<file path="config.mk">
export PLATFORM = sky130hd
export DESIGN_NAME = imem_loader_flat
export DESIGN_NICKNAME = d
export VERILOG_FILES = /design/src/rtl/imem_loader_if.sv /design/src/rtl/imem_loader.sv /design/src/flat_wrapper.sv
export SDC_FILE = /design/constraint.sdc
export NUM_CORES = 1
export LEC_CHECK = 0
export CAP_MARGIN = 20
export CORE_MARGIN = 5
export CORE_UTILIZATION = 40
export DETAILED_ROUTE_END_ITERATION = 10
export DONT_BUFFER_PORTS = 1
export HOLD_SLACK_MARGIN = 0.06
export PLACE_DENSITY = 0.57
export SLEW_MARGIN = 10
export SYNTH_ARGS = -nofsm -noshare
export SYNTH_HDL_FRONTEND = slang
export SYNTH_SLANG_ARGS = --single-unit
</file>
<file path="constraint.sdc">
create_clock -name clk -period 3.55 [get_ports clk]
set_input_delay 0.71 -clock clk [delete_from_list [all_inputs] [get_ports clk]]
set_output_delay 0.71 -clock clk [all_outputs]
set_load 0.005 [all_outputs]
</file>
<file path="src/rtl/imem_loader_if.sv">
// Byte-stream and instruction-memory write signals between a program source and imem_loader.
// The master drives the byte stream; the slave (the loader) drives the memory write port and status.
interface imem_loader_if;
  logic        in_valid;
  logic [7:0]  in_data;
  logic        in_ready;
  logic        imem_we;
  logic [31:0] imem_addr;
  logic [31:0] imem_wdata;
  logic        core_hold;
  logic        done;
  logic        error;
  logic [15:0] loaded_words;

  modport master (
    output in_valid, in_data,
    input  in_ready, imem_we, imem_addr, imem_wdata, core_hold, done, error, loaded_words
  );

  modport slave (
    input  in_valid, in_data,
    output in_ready, imem_we, imem_addr, imem_wdata, core_hold, done, error, loaded_words
  );
endinterface

</file>
<file path="src/rtl/imem_loader.sv">
// Framed byte-stream loader that fills the instruction memory and holds the core in reset until done.
// Optional trailing checksum byte is enabled by defining IMEM_LOADER_CHECKSUM_EN.
module imem_loader #(
  parameter logic [31:0] BASE_ADDR = 32'h0,
  parameter int          MAX_WORDS = 32
) (
  input  logic clk,
  input  logic reset,
  imem_loader_if.slave bus
);

  localparam logic [2:0] ST_IDLE   = 3'd0;
  localparam logic [2:0] ST_LEN_LO = 3'd1;
  localparam logic [2:0] ST_LEN_HI = 3'd2;
  localparam logic [2:0] ST_DATA   = 3'd3;
  localparam logic [2:0] ST_CHK    = 3'd4;
  localparam logic [2:0] ST_DONE   = 3'd5;
  localparam logic [2:0] ST_ERROR  = 3'd6;

  localparam logic [7:0]  SYNC    = 8'hA5;
  localparam logic [15:0] MAX_LEN = 16'(MAX_WORDS);
`ifdef IMEM_LOADER_CHECKSUM_EN
  localparam logic [2:0] ST_END = ST_CHK;
`else
  localparam logic [2:0] ST_END = ST_DONE;
`endif

  logic [2:0]  state;
  logic [7:0]  len_lo;
  logic [15:0] len;
  logic [1:0]  byte_idx;
  logic [23:0] lane_p0;
  logic [15:0] words;
  logic        vld_p1;
  logic [31:0] addr_p1;
  logic [31:0] wdata_p1;
`ifdef IMEM_LOADER_CHECKSUM_EN
  logic [7:0]  sum;
`endif

  logic        accept;
  logic [15:0] len_full;
  logic        last_word;

  assign accept    = bus.in_valid && bus.in_ready;
  assign len_full  = {bus.in_data, len_lo};
  assign last_word = ((words + 16'd1) == len);

  // Stage p0: byte capture and framing; stage p1: registered memory write.
  always_ff @(posedge clk or negedge reset) begin
    if (!reset) begin
      state    <= ST_IDLE;
      len_lo   <= 8'd0;
      len      <= 16'd0;
      byte_idx <= 2'd0;
      lane_p0  <= 24'd0;
      words    <= 16'd0;
      vld_p1   <= 1'b0;
      addr_p1  <= BASE_ADDR;
      wdata_p1 <= 32'd0;
`ifdef IMEM_LOADER_CHECKSUM_EN
      sum      <= 8'd0;
`endif
    end else begin
      vld_p1 <= 1'b0;
      if (accept) begin
        case (state)
          ST_IDLE, ST_DONE: begin
            if (bus.in_data == SYNC) begin
              state <= ST_LEN_LO;
`ifdef IMEM_LOADER_CHECKSUM_EN
              sum   <= 8'd0;
`endif
            end
          end
          ST_LEN_LO: begin
            len_lo <= bus.in_data;
            state  <= ST_LEN_HI;
          end
          ST_LEN_HI: begin
            len <= len_full;
            if (len_full > MAX_LEN) begin
              state <= ST_ERROR;
            end else if (len_full == 16'd0) begin
              state <= ST_END;
            end else begin
              state    <= ST_DATA;
              words    <= 16'd0;
              byte_idx <= 2'd0;
            end
          end
          ST_DATA: begin
            byte_idx <= byte_idx + 2'd1;
`ifdef IMEM_LOADER_CHECKSUM_EN
            sum      <= sum + bus.in_data;
`endif
            case (byte_idx)
              2'd0: lane_p0[7:0]   <= bus.in_data;
              2'd1: lane_p0[15:8]  <= bus.in_data;
              2'd2: lane_p0[23:16] <= bus.in_data;
              default: begin
                // Address uses the pre-increment word count.
                vld_p1   <= 1'b1;
                wdata_p1 <= {bus.in_data, lane_p0};
                addr_p1  <= BASE_ADDR + {14'd0, words, 2'b00};
                words    <= words + 16'd1;
                if (last_word) state <= ST_END;
              end
            endcase
          end
`ifdef IMEM_LOADER_CHECKSUM_EN
          ST_CHK: state <= (bus.in_data == sum) ? ST_DONE : ST_ERROR;
`endif
          default: ;
        endcase
      end
    end
  end

  assign bus.in_ready     = (state != ST_ERROR);
  assign bus.core_hold    = (state != ST_DONE);
  assign bus.done         = (state == ST_DONE);
  assign bus.error        = (state == ST_ERROR);
  assign bus.loaded_words = words;
  assign bus.imem_we      = vld_p1;
  assign bus.imem_addr    = addr_p1;
  assign bus.imem_wdata   = wdata_p1;

endmodule

</file>
<file path="src/flat_wrapper.sv">
// flat-port wrapper written by rule: the top's interface ports become plain ports
module imem_loader_flat 
#(
  parameter logic [31:0] BASE_ADDR = 32'h0,
  parameter int          MAX_WORDS = 32
)
  (clk, reset, bus_in_valid, bus_in_data, bus_in_ready, bus_imem_we, bus_imem_addr, bus_imem_wdata, bus_core_hold, bus_done, bus_error, bus_loaded_words);
  imem_loader_if bus_i ();
  input  logic clk;
  input  logic reset;
  input wire logic [$bits(bus_i.in_valid)-1:0] bus_in_valid;
  input wire logic [$bits(bus_i.in_data)-1:0] bus_in_data;
  output wire logic [$bits(bus_i.in_ready)-1:0] bus_in_ready;
  output wire logic [$bits(bus_i.imem_we)-1:0] bus_imem_we;
  output wire logic [$bits(bus_i.imem_addr)-1:0] bus_imem_addr;
  output wire logic [$bits(bus_i.imem_wdata)-1:0] bus_imem_wdata;
  output wire logic [$bits(bus_i.core_hold)-1:0] bus_core_hold;
  output wire logic [$bits(bus_i.done)-1:0] bus_done;
  output wire logic [$bits(bus_i.error)-1:0] bus_error;
  output wire logic [$bits(bus_i.loaded_words)-1:0] bus_loaded_words;
  assign bus_i.in_valid = bus_in_valid;
  assign bus_i.in_data = bus_in_data;
  assign bus_in_ready = bus_i.in_ready;
  assign bus_imem_we = bus_i.imem_we;
  assign bus_imem_addr = bus_i.imem_addr;
  assign bus_imem_wdata = bus_i.imem_wdata;
  assign bus_core_hold = bus_i.core_hold;
  assign bus_done = bus_i.done;
  assign bus_error = bus_i.error;
  assign bus_loaded_words = bus_i.loaded_words;
  imem_loader #(.BASE_ADDR(BASE_ADDR), .MAX_WORDS(MAX_WORDS)) u_core (.clk(clk), .reset(reset), .bus(bus_i));
endmodule
</file>
==> impl_table.tex <==
\begin{tabular}{lr}
\hline
Metric & Value \\
\hline
\multicolumn{2}{l}{\textbf{Critical path}} \\
Required time of the critical path & 3.85 ns \\
Crit Path Max Fanout & 9 \\
Startpoint of the worst register-to-register path & u\_core.bus.loaded\_words[0] \\
Setup slack on the worst flop-to-flop path & 0.70 ns \\
Endpoint class of the critical path & flop \\
Logic depth of the worst register-to-register path & 7 \\
Capture instance of the worst register-to-register path & u\_core.state[1] \\
Startpoint type of the worst setup path & flop \\
Worst setup path class & reg -> reg \\
Signal arrival time at the worst endpoint & 3.15 ns \\
\multicolumn{2}{l}{\textbf{Cells and area}} \\
Final instance area & 6230 sq um \\
Final Util & 0.452 \\
Net total in the final layout & 507 \\
Total area of multi-input combinational cells & 2370 sq um \\
\# fillers & 1300 \\
Fraction of final layout cells with drive strength greater than 1 & 0.243 \\
Seq. cell area & 2950 sq um \\
Non-filler instance count after layout & 683 \\
Layout area overhead & 11.6\% \\
ANT cells & 0 \\
\multicolumn{2}{l}{\textbf{Synthesis}} \\
Sequential-to-total area share from yosys stat & 0.529 \\
Dominant register cell in the synthesized netlist & sky130\_fd\_sc\_hd\_\_dfrtp\_1 \\
Synth unique cells & 59 \\
Synthesized area divided by synthesized cell count & 11.2 sq um \\
Number of warning messages in the yosys log & 0 \\
Netlist area before placement & 5580 sq um \\
Register bit total from synthesis & 118 \\
Post-Synthesis Cells & 496 \\
EDFF count, synth & 0 \\
FFs w/ async S/R, synth & 1.00 \\
\multicolumn{2}{l}{\textbf{Global route}} \\
Number of antenna violations at the first check in global routing & 0 \\
Wire length of the first global-routing pass & 20700 um \\
Maximum number of pins on one net before global-route repair & 119 \\
Total global-route track usage & 0.164 \\
Vias in the first global route & 3717 \\
Grt total ovfl & 0 \\
\multicolumn{2}{l}{\textbf{STA}} \\
Shortest period the worst path allows & 2.85 ns \\
Slew at the pin closest to its max-slew limit & 0.824 ns \\
Fin Setup TNS & 0 ns \\
Setup repair after global routing missed its margin & false \\
Post-route worst hold slack & 0.226 ns \\
Number of max-slew violations in the final report & 0 \\
Clock skew & 0.0136 ns \\
Final worst-path cycle share & 0.803 \\
Highest achievable clock rate & 351 MHz \\
Count of final setup violators & 0 \\
Final hold violation count & 0 \\
Rel. slew slack & 0.451 \\
\multicolumn{2}{l}{\textbf{Routing}} \\
Routed wire length per instance & 19.0 um \\
Mean number of vias per cell & 5.43 \\
DRC & 0 \\
Final antenna-violating net count & 0 \\
Detailed Route WL & 13000 um \\
Number of violations reported at the end of detailed-routing iteration 0 & 179 \\
Detailed-router iteration count before antenna repair & 4 \\
Total via count in the routed design & 3706 \\
\multicolumn{2}{l}{\textbf{Place}} \\
Placed cell area & 5600 sq um \\
Post-DP HPWL & 8570 um \\
Global placer's final weighted congestion & 0.800 \\
Number of placed cells counting well taps & 651 \\
Port Buffers & 0 \\
\multicolumn{2}{l}{\textbf{Clock network}} \\
CTS buffer count & 17 \\
Root cell of the clock tree & sky130\_fd\_sc\_hd\_\_clkbuf\_16 \\
Max Root-Sink Buffers & 2 \\
Clock edge transition at the registers on the reported setup and hold paths & 0.06 ns \\
Clock latency of the later-clocked register in the worst-skew pair & 0.42 ns \\
Resized Gates After CTS & 0 \\
Hold-fix buffer count after cts & 1 \\
Sinks on Clock Net & 118 \\
Post-CTS setup buffers & 0 \\
H-tree lvl count & 4 \\
TritonCTS clock tree & yes \\
\multicolumn{2}{l}{\textbf{Die}} \\
I/O pin count & 96 \\
Area of the die & 16400 sq um \\
Die extent in y & 128 um \\
Initial core utilization & 0.405 \\
Number of cell rows & 43 \\
Std-Cell Core Area & 13800 sq um \\
X dimension of the die & 128 um \\
\multicolumn{2}{l}{\textbf{Run}} \\
Count of maximum capacitance violations & 0 \\
\multicolumn{2}{l}{\textbf{Power}} \\
Worst supply voltage drop on vdd & 450 uV \\
Leakage power total & 0.00296 uW \\
Power density of the placed cells & 745 nW/um\^{}2 \\
\multicolumn{2}{l}{\textbf{Hold path}} \\
Class of the worst hold path & in -> async \\
\multicolumn{2}{l}{\textbf{Outcome}} \\
Status & completed \\
\hline
\end{tabular}
worst max-delay path by stage:
stage | from | to | slack (ns) | cells past startpoint
detailed placement | bus_in_data[4] | u_core.bus.loaded_words[13] | 0.44 | 6
finish | u_core.bus.loaded_words[0] | u_core.state[1] | 0.70 | 7
CTS | u_core.bus.loaded_words[0] | u_core.state[1] | 0.68 | 7
global placement | bus_in_data[4] | u_core.bus.loaded_words[13] | 0.53 | 6
floorplan | bus_in_data[4] | u_core.bus.loaded_words[9] | 0.85 | 7
global route | u_core.bus.loaded_words[0] | u_core.state[1] | 0.49 | 7
power breakdown:
group | leakage (uW) | switching [uW] | total, uW | internal (uW)
sequential | 0.00156 | 347 | 2060 | 1710
combinational | 0.00111 | 395 | 852 | 457
clock | 0.000287 | 650 | 1730 | 1080
total | 0.00296 | 1390 | 4640 | 3250
layout make-up:
cell class                 instances  area share
timing repair buffer               5     0.00924
sequential                       118       0.474
clock inverter                    12      0.0233
tap                              180      0.0362
inverter                           6     0.00362
clock buffer                      19      0.0727
multi-input combinational        343       0.381
per-stage QoR:
stage | power (uW) | setup slack, ns
floorplan | 2680 | 0.852
global placement | 2870 | 0.526
detailed placement | 2910 | 0.443
CTS | 4690 | 0.678
global route | 4890 | 0.493
finish | 4640 | 0.700
metal layers:
| layer | global-route usage | up-vias | routed length, um |
|---|---|---|---|
| met1 | 0.212 | 1853 | 5720 |
| met2 | 0.253 | 121 | 6120 |
| met4 | 0.0568 | 0 | 223 |
| met3 | 0.0596 | 23 | 927 |
| met5 | 0 | - | 0 |
| li1 | - | 1709 | - |
sequential cells by signal, summed over array words and instances (netlist names):
| register | cells |
|---|---|
| u_core.bus.imem_we | 1 |
| u_core.bus.loaded_words | 16 |
| u_core.bus.imem_wdata | 32 |
| u_core.len_lo | 8 |
| u_core.state | 3 |
| u_core.lane_p0 | 24 |
| u_core.byte_idx | 2 |
| u_core.bus.imem_addr | 16 |
| u_core.len | 16 |
placed cells by master, fill, tap and decap left out, drive strengths merged, types with 3 or more instances in the layout:
cell,count
buf,5
nand2,90
ha,5
nand4,9
a31oi,6
mux2,72
nand2b,3
nor2,16
clkbuf,19
or4,5
dfrtp,118
nor3,4
clkinv,6
inv,8
and4,3
nand3,13
a21oi,8
and3,7
o21a,3
nor4,3
xor2,9
xnor2,10
o31ai,5
a22o,3
o21ai,24
conb,16
cells in the mapped netlist (6+ instances only):
| library cell | count | area (sq um) |
|---|---|---|
| sky130_fd_sc_hd__o21ai_1 | 7 | 35.0 |
| sky130_fd_sc_hd__nand2_1 | 90 | 338 |
| sky130_fd_sc_hd__and3_1 | 7 | 43.8 |
| sky130_fd_sc_hd__nor2_1 | 16 | 60.1 |
| sky130_fd_sc_hd__dfrtp_1 | 118 | 2950 |
| sky130_fd_sc_hd__nand4_1 | 8 | 50.1 |
| sky130_fd_sc_hd__mux2_2 | 72 | 811 |
| sky130_fd_sc_hd__xor2_1 | 9 | 78.8 |
| sky130_fd_sc_hd__a21oi_1 | 8 | 40.0 |
| sky130_fd_sc_hd__a31oi_1 | 6 | 37.5 |
| sky130_fd_sc_hd__buf_4 | 20 | 150 |
| sky130_fd_sc_hd__clkbuf_1 | 14 | 52.6 |
| sky130_fd_sc_hd__buf_6 | 6 | 67.6 |
| sky130_fd_sc_hd__o21ai_0 | 17 | 85.1 |
| sky130_fd_sc_hd__nand3_1 | 13 | 65.1 |
| sky130_fd_sc_hd__xnor2_1 | 10 | 87.6 |
critical path, cell delays in order, from the launching register on:
cell	delay, ns
sky130_fd_sc_hd__dfrtp_1	0.58
sky130_fd_sc_hd__ha_1	0.36
sky130_fd_sc_hd__nand4_1	0.27
sky130_fd_sc_hd__nor4_1	0.62
sky130_fd_sc_hd__xnor2_1	0.18
sky130_fd_sc_hd__o2111ai_1	0.12
sky130_fd_sc_hd__or4_4	0.46
sky130_fd_sc_hd__o2bb2ai_1	0.14
cell families (layout without fill, tap and decap cells):
| logic type | after synthesis | count (layout) | synth area share |
|---|---|---|---|
| xor gates and xnor gates | 19 | 19 | 0.0298 |
| DFF | 118 | 118 | 0.529 |
| adders and majority gates | 5 | 5 | 0.0112 |
| AOI/OAI and AO/OA | 65 | 65 | 0.0772 |
| and+or+nand+nor | 165 | 165 | 0.149 |
| buffers and inverters | 50 | 42 | 0.0561 |
| muxes | 73 | 73 | 0.147 |
| other | 1 | 16 | 0.000672 |
No activity file was read; power rests on OpenSTA's default activity.
